[config.mk]
export PLATFORM = sky130hd
export DESIGN_NAME = bus_uart_tx
export DESIGN_NICKNAME = d
export VERILOG_FILES = /design/src/rtl/bus_uart_tx.sv
export SDC_FILE = /design/constraint.sdc
export NUM_CORES = 1
export LEC_CHECK = 0
export ABC_AREA = 1
export BUFFER_PORTS_ARGS = -buffer_cell sky130_fd_sc_hd__buf_2
export CELL_PAD_IN_SITES_DETAIL_PLACEMENT = 0
export CELL_PAD_IN_SITES_GLOBAL_PLACEMENT = 1
export CORE_MARGIN = 4
export CORE_UTILIZATION = 44
export DETAILED_ROUTE_END_ITERATION = 7
export GPL_TIMING_DRIVEN = 1
export MAX_ROUTING_LAYER = met4
export PLACE_DENSITY = 0.9
export SLEW_MARGIN = 25
export SYNTH_ARGS = -nofsm -noshare
export SYNTH_HDL_FRONTEND = slang
export SYNTH_SLANG_ARGS = --single-unit
export TNS_END_PERCENT = 100
[constraint.sdc]
create_clock -name clock -period 2.7 [get_ports clock]
set_input_delay 0 -clock clock [delete_from_list [all_inputs] [get_ports clock]]
set_output_delay 0 -clock clock [all_outputs]
set_load 0.05 [all_outputs]
[src/rtl/bus_uart_tx.sv]
// bus_uart_tx: memory-mapped 8N1 UART transmitter with TX FIFO and programmable bit divisor
module bus_uart_tx #(
  parameter logic [29:0] BASE        = 30'h0,
  parameter int          DEPTH       = 8,
  parameter logic [15:0] DEFAULT_DIV = 16'd868
) (
  input  logic        clock,
  input  logic        reset,
  input  logic [29:0] bus_addr,
  input  logic [31:0] bus_data_w,
  input  logic [3:0]  bus_mask_w,
  output logic [31:0] bus_data_r,
  output logic        uart_tx
);
  localparam int AW = $clog2(DEPTH);
  localparam int CW = AW + 1;
  localparam logic [CW-1:0] FULL = CW'(DEPTH);
  typedef enum logic [1:0] {IDLE, START, DATA, STOP} state_t;
  state_t        state_q, state_d;
  logic [7:0]    mem_q [DEPTH];
  logic [AW-1:0] wp_q, wp_d, rp_q, rp_d;
  logic [CW-1:0] cnt_q, cnt_d;
  logic          ovf_q, ovf_d;
  logic [15:0]   div_q, div_d, baud_q, baud_d, lat_q, lat_d, div_m1;
  logic [2:0]    bit_q, bit_d;
  logic [7:0]    sh_q, sh_d;
  logic          tx_q, tx_d;
  logic [31:0]   rd_q, rd_d, status;
  logic [1:0]    off;
  logic          sel, wr, push, push_ok, pop, tick;
  logic          unused_ok;
  assign unused_ok = ^bus_data_w[31:16];
  assign sel     = bus_addr[29:2] == BASE[29:2];
  assign off     = bus_addr[1:0];
  assign wr      = sel && |bus_mask_w;
  assign push    = wr && off == 2'd0 && bus_mask_w[0];
  assign tick    = baud_q == 16'd0;
  assign pop     = cnt_q != '0 && (state_q == IDLE || (state_q == STOP && tick));
  assign push_ok = push && (cnt_q != FULL || pop);
  assign div_m1  = (div_q == 16'd0) ? 16'd0 : div_q - 16'd1;
  assign status  = {20'b0, 4'(cnt_q), 4'b0, ovf_q, state_q != IDLE || cnt_q != '0, cnt_q == FULL, cnt_q == '0};
  // Transmit FSM: a pop starts a frame; each state holds for the latched divisor via the baud down-counter
  always_comb begin
    state_d = state_q;
    baud_d  = baud_q;
    lat_d   = lat_q;
    bit_d   = bit_q;
    sh_d    = sh_q;
    tx_d    = tx_q;
    if (pop) begin
      state_d = START;
      baud_d  = div_m1;
      lat_d   = div_m1;
      sh_d    = mem_q[rp_q];
      tx_d    = 1'b0;
    end else if (!tick) begin
      baud_d = baud_q - 16'd1;
    end else begin
      case (state_q)
        START: begin
          state_d = DATA;
          baud_d  = lat_q;
          bit_d   = 3'd0;
          tx_d    = sh_q[0];
        end
        DATA: begin
          baud_d  = lat_q;
          state_d = (bit_q == 3'd7) ? STOP : DATA;
          bit_d   = (bit_q == 3'd7) ? bit_q : bit_q + 3'd1;
          sh_d    = sh_q >> 1;
          tx_d    = (bit_q == 3'd7) ? 1'b1 : sh_q[1];
        end
        STOP: begin
          state_d = IDLE;
          tx_d    = 1'b1;
        end
        default: ;
      endcase
    end
  end
  // Register-file side: FIFO pointers and count, sticky overflow, divisor lanes, registered read mux
  always_comb begin
    wp_d  = push_ok ? wp_q + AW'(1) : wp_q;
    rp_d  = pop ? rp_q + AW'(1) : rp_q;
    cnt_d = cnt_q + CW'(push_ok) - CW'(pop);
    ovf_d = (push && !push_ok) || (ovf_q && !(wr && off == 2'd1 && bus_mask_w[0] && bus_data_w[3]));
    div_d = {(wr && off == 2'd2 && bus_mask_w[1]) ? bus_data_w[15:8] : div_q[15:8],
             (wr && off == 2'd2 && bus_mask_w[0]) ? bus_data_w[7:0] : div_q[7:0]};
    rd_d  = !sel ? 32'h0 : (off == 2'd1) ? status : (off == 2'd2) ? {16'h0, div_q} : 32'h0;
  end
  // FIFO storage needs no reset: only entries behind the pointers are ever read
  always_ff @(posedge clock) begin
    if (push_ok) mem_q[wp_q] <= bus_data_w[7:0];
  end
  // State registers; reset aborts any frame and discards queued bytes
  always_ff @(posedge clock or posedge reset) begin
    if (reset) begin
      state_q <= IDLE;
      wp_q    <= '0;
      rp_q    <= '0;
      cnt_q   <= '0;
      ovf_q   <= 1'b0;
      div_q   <= DEFAULT_DIV;
      baud_q  <= 16'd0;
      lat_q   <= 16'd0;
      bit_q   <= 3'd0;
      sh_q    <= 8'd0;
      tx_q    <= 1'b1;
      rd_q    <= 32'h0;
    end else begin
      state_q <= state_d;
      wp_q    <= wp_d;
      rp_q    <= rp_d;
      cnt_q   <= cnt_d;
      ovf_q   <= ovf_d;
      div_q   <= div_d;
      baud_q  <= baud_d;
      lat_q   <= lat_d;
      bit_q   <= bit_d;
      sh_q    <= sh_d;
      tx_q    <= tx_d;
      rd_q    <= rd_d;
    end
  end
  assign bus_data_r = rd_q;
  assign uart_tx    = tx_q;
endmodule

==> impl_metrics.env <==
export IMPL_layout_drive_gt1_share=0.140
export IMPL_ys_seq_elements=153
export IMPL_post_route_min_period_ns=2.39
export IMPL_num_nets_final=1102
export IMPL_cellLeakagePower_uw=0.00438
export IMPL_outcome="finished, final reports clean"
export IMPL_hold_end="div_q[9]"
export IMPL_wl_um=17500
export IMPL_synth_most_common_cell="sky130_fd_sc_hd__nand2_1"
export IMPL_die_h_um=141
export IMPL_post_drt_wl_per_cell_um=13.9
export IMPL_tritoncts_num_sinks=153
export IMPL_gr_max_usage_layer="met2"
export IMPL_slew_headroom=0.378
export IMPL_worst_slew_pin_transition_ns=0.932
export IMPL_initial_core_util=0.449
export IMPL_route_detailed_drc=0
export IMPL_grt_pass1_vias=6093
export IMPL_worstSetupEndpointType="register"
export IMPL_critPathMaxFanout=5
export IMPL_cts_setup_buffers=0
export IMPL_setup_viol_count_final=0
export IMPL_synth_largest_area_cell="sky130_fd_sc_hd__dfrtp_1"
export IMPL_grt_first_pass_wirelength_um=29300
export IMPL_dr_pass1_iters=6
export IMPL_cts_made_buffers=17
export IMPL_clk_transition_reported_paths_ns=0.06
export IMPL_max_cap_violations=0
export IMPL_power_per_cell_area_mw_per_mm2=660
export IMPL_drtAntennaViolNets=0
export IMPL_syn_instance_count=915
export IMPL_global_route_usage_met3=0.0390
export IMPL_die_area_mm2=0.0199
export IMPL_timing_setup_critical_path_class="register to register"
export IMPL_count_of_flip_flops_with_a_built_in_enable_after_synthesis=64
export IMPL_ctsHtreeMaxLevel=4
export IMPL_post_layout_total_power_uw=6060
export IMPL_post_route_period_util=0.885
export IMPL_fin_setup_tns_ns=0
export IMPL_design_core_area_mm2=0.0174
export IMPL_grtUsageMet2=0.300
export IMPL_seq_power_share=0.424
export IMPL_synth_sequential_area_ratio=0.533
export IMPL_p_sw_uw=1830
export IMPL_final_hold_violation_count=0
export IMPL_post_synth_cell_area_avg_um2=8.52
export IMPL_globalRouteOverflowTotal=0
export IMPL_reg2reg_setup_slack_ns=0.31
export IMPL_ios=101
export IMPL_achievable_frequency_ghz=0.418
export IMPL_final_cell_count_no_fill=1255
export IMPL_pwr_share_comb=0.188
export IMPL_synthFlopType="sky130_fd_sc_hd__dfrtp_1"
export IMPL_num_antenna_cells=0
export IMPL_finalWorstSetupSlack_ns=0.311
export IMPL_die_x_um=141
export IMPL_clock_power_frac=0.389
export IMPL_antenna_found_initial=0
export IMPL_tritoncts="yes"
export IMPL_rr_endpoint="cnt_q[1]"
export IMPL_power_switching_share=0.301
export IMPL_synth_cell_count_leaders="sky130_fd_sc_hd__nand2_1, sky130_fd_sc_hd__nor2_1, sky130_fd_sc_hd__inv_1"
export IMPL_grtUsageTotal=0.187
export IMPL_placement_io_buffers=68
export IMPL_finClkSkew_ns=0.00925
export IMPL_synth_cell_type_count=39
export IMPL_hp_class="primary input to register"
export IMPL_placement_rows=48
export IMPL_vdd_ir_drop_max_mv=0.403
export IMPL_synth_async_reset_ratio=0.582
export IMPL_place_worst_setup_slack_ns=0.342
export IMPL_grt_max_degree=53
export IMPL_syn_cell_area_mm2=0.00780
export IMPL_gp_congestion=0.882
export IMPL_worst_ep_arrival_time_ns=2.75
export IMPL_routed_vias=6207
export IMPL_area_growth_syn_to_layout_pct=17.8
export IMPL_synth_top_cells_by_area="sky130_fd_sc_hd__dfrtp_1, sky130_fd_sc_hd__edfxtp_1, sky130_fd_sc_hd__nand2_1, sky130_fd_sc_hd__nor2_1, sky130_fd_sc_hd__nand3_1"
export IMPL_worst_r2r_cell_count=13
export IMPL_dp_cells=1195
export IMPL_clk_root_buffer_cell="sky130_fd_sc_hd__clkbuf_16"
export IMPL_worst_r2r_startpoint="baud_q[0]"
export IMPL_cp_data_required_time_ns=3.06
export IMPL_cts_max_path_buffers=2
export IMPL_vias_per_cell=4.95
export IMPL_final_max_slew_violation_count=0
export IMPL_drt_initial_drc_count=412
export IMPL_area_share_of_the_leading_cell_type_in_the_synthesized_netlist=0.266
export IMPL_synth_warning_count=0
export IMPL_global_route_usage_met1=0.241
export IMPL_cp_launch_type="register"
export IMPL_hold_depth=4
export IMPL_internal_power_uw=4230
export IMPL_insertion_delay_ns=0.42
export IMPL_fin_hold_ws_ns=0.156
export IMPL_worst_hold_startpoint="bus_mask_w[1]"
export IMPL_rsz_0062_raised_after_global_routing="false"
export IMPL_dp_final_hpwl_um=12200
==> worst max-delay path: stages, from the launching register on <==
cell and delay, ns:
sky130_fd_sc_hd__dfrtp_1 0.38, sky130_fd_sc_hd__inv_1 0.14, sky130_fd_sc_hd__ha_1 0.21, sky130_fd_sc_hd__nand2_1 0.07
sky130_fd_sc_hd__nor2_2 0.14, sky130_fd_sc_hd__nand3_2 0.14, sky130_fd_sc_hd__nand2_1 0.12, sky130_fd_sc_hd__nand2_1 0.19
sky130_fd_sc_hd__nand3_1 0.14, sky130_fd_sc_hd__nand2_1 0.06, sky130_fd_sc_hd__ha_1 0.19, sky130_fd_sc_hd__inv_1 0.07
sky130_fd_sc_hd__fa_1 0.41, sky130_fd_sc_hd__inv_1 0.07
==> layout make-up <==
class,count,area (µm²)
fillers,1548,8170
flip-flops and latches,153,4160
multi-input cells,644,3070
repair buffers,112,753
clock buffers,17,425
inverters,89,335
well taps,225,282
clock inverters,15,164
==> sequential cells by signal, summed over array words and instances (netlist names) <==
register and flops:
sh_q 8, ovf_q 1, mem_q 64, rp_q 3, baud_q 16, lat_q 16
cnt_q 4, div_q 16, wp_q 3, bit_q 3, bus_data_r 16, uart_tx 1
state_q 2
==> repair_timing <==
action	in CTS	in global routing
hold endpoints to repair	119	0
endpoints found under the setup margin	0	0
resized for setup	0	0
hold buffers	28	0
==> worst max path at each step <==
stage                   start  cells after the start        to  slack [ns]
global placement    baud_q[0]                     13  cnt_q[1]        0.39
global route        baud_q[0]                     13  cnt_q[1]        0.13
floorplan           baud_q[0]                     13  cnt_q[2]        0.39
detailed placement  baud_q[0]                     13  cnt_q[1]        0.34
finish              baud_q[0]                     13  cnt_q[1]        0.31
CTS                 baud_q[0]                     13  cnt_q[1]        0.32
==> power by group through the flow <==
| stage | combinational, µW | sequential, µW | clock, µW |
|---|---|---|---|
| after floorplan | 901 | 2620 | 0 |
| final | 1140 | 2570 | 2350 |
| after CTS | 1150 | 2570 | 2390 |
| after global routing | 1300 | 2570 | 2510 |
| after global placement | 1090 | 2610 | 0 |
| after detailed placement | 1120 | 2610 | 0 |
==> metrics by stage <==
stage / cell area (µm²) / util
2_1_floorplan: 7860 / -
3_3_place_gp: 8320 / 0.479
3_5_place_dp: 8320 / 0.479
4_1_cts: 9190 / 0.529
5_1_grt: 9190 / 0.529
6_report: 9190 / 0.529
==> cell families (layout without fill, tap and decap cells) <==
logic type      after synthesis  in the layout  synth area share
flops                       153            153             0.533
simple gates                486            486             0.264
other cells                   1             16          0.000481
fa+ha+maj                    17             17            0.0282
xor+xnor                      9              9            0.0101
mux                           1              1           0.00128
buf+inv                     133            233            0.0805
compound gates              115            115            0.0823
==> cell usage in the layout, fill, tap and decap left out, types with 15 or more instances in the layout <==
cell / n
sky130_fd_sc_hd__buf_2: 68
sky130_fd_sc_hd__inv_1: 85
sky130_fd_sc_hd__nand2_1: 234
sky130_fd_sc_hd__o21ai_0: 59
sky130_fd_sc_hd__nand3_1: 83
sky130_fd_sc_hd__ha_1: 16
sky130_fd_sc_hd__conb_1: 16
sky130_fd_sc_hd__dfrtp_1: 83
sky130_fd_sc_hd__a21oi_1: 33
sky130_fd_sc_hd__dlygate4sd3_1: 28
sky130_fd_sc_hd__buf_4: 15
sky130_fd_sc_hd__nor2_1: 129
sky130_fd_sc_hd__clkbuf_16: 17
sky130_fd_sc_hd__edfxtp_1: 64
==> layer usage <==
| layer | share of wire | vias up |
|---|---|---|
| met5 | 0 | - |
| met4 | 0.015 | 0 |
| met3 | 0.040 | 22 |
| met2 | 0.48 | 132 |
| met1 | 0.46 | 2897 |
| li1 | - | 3156 |
Power figures use the tool's default switching activity.
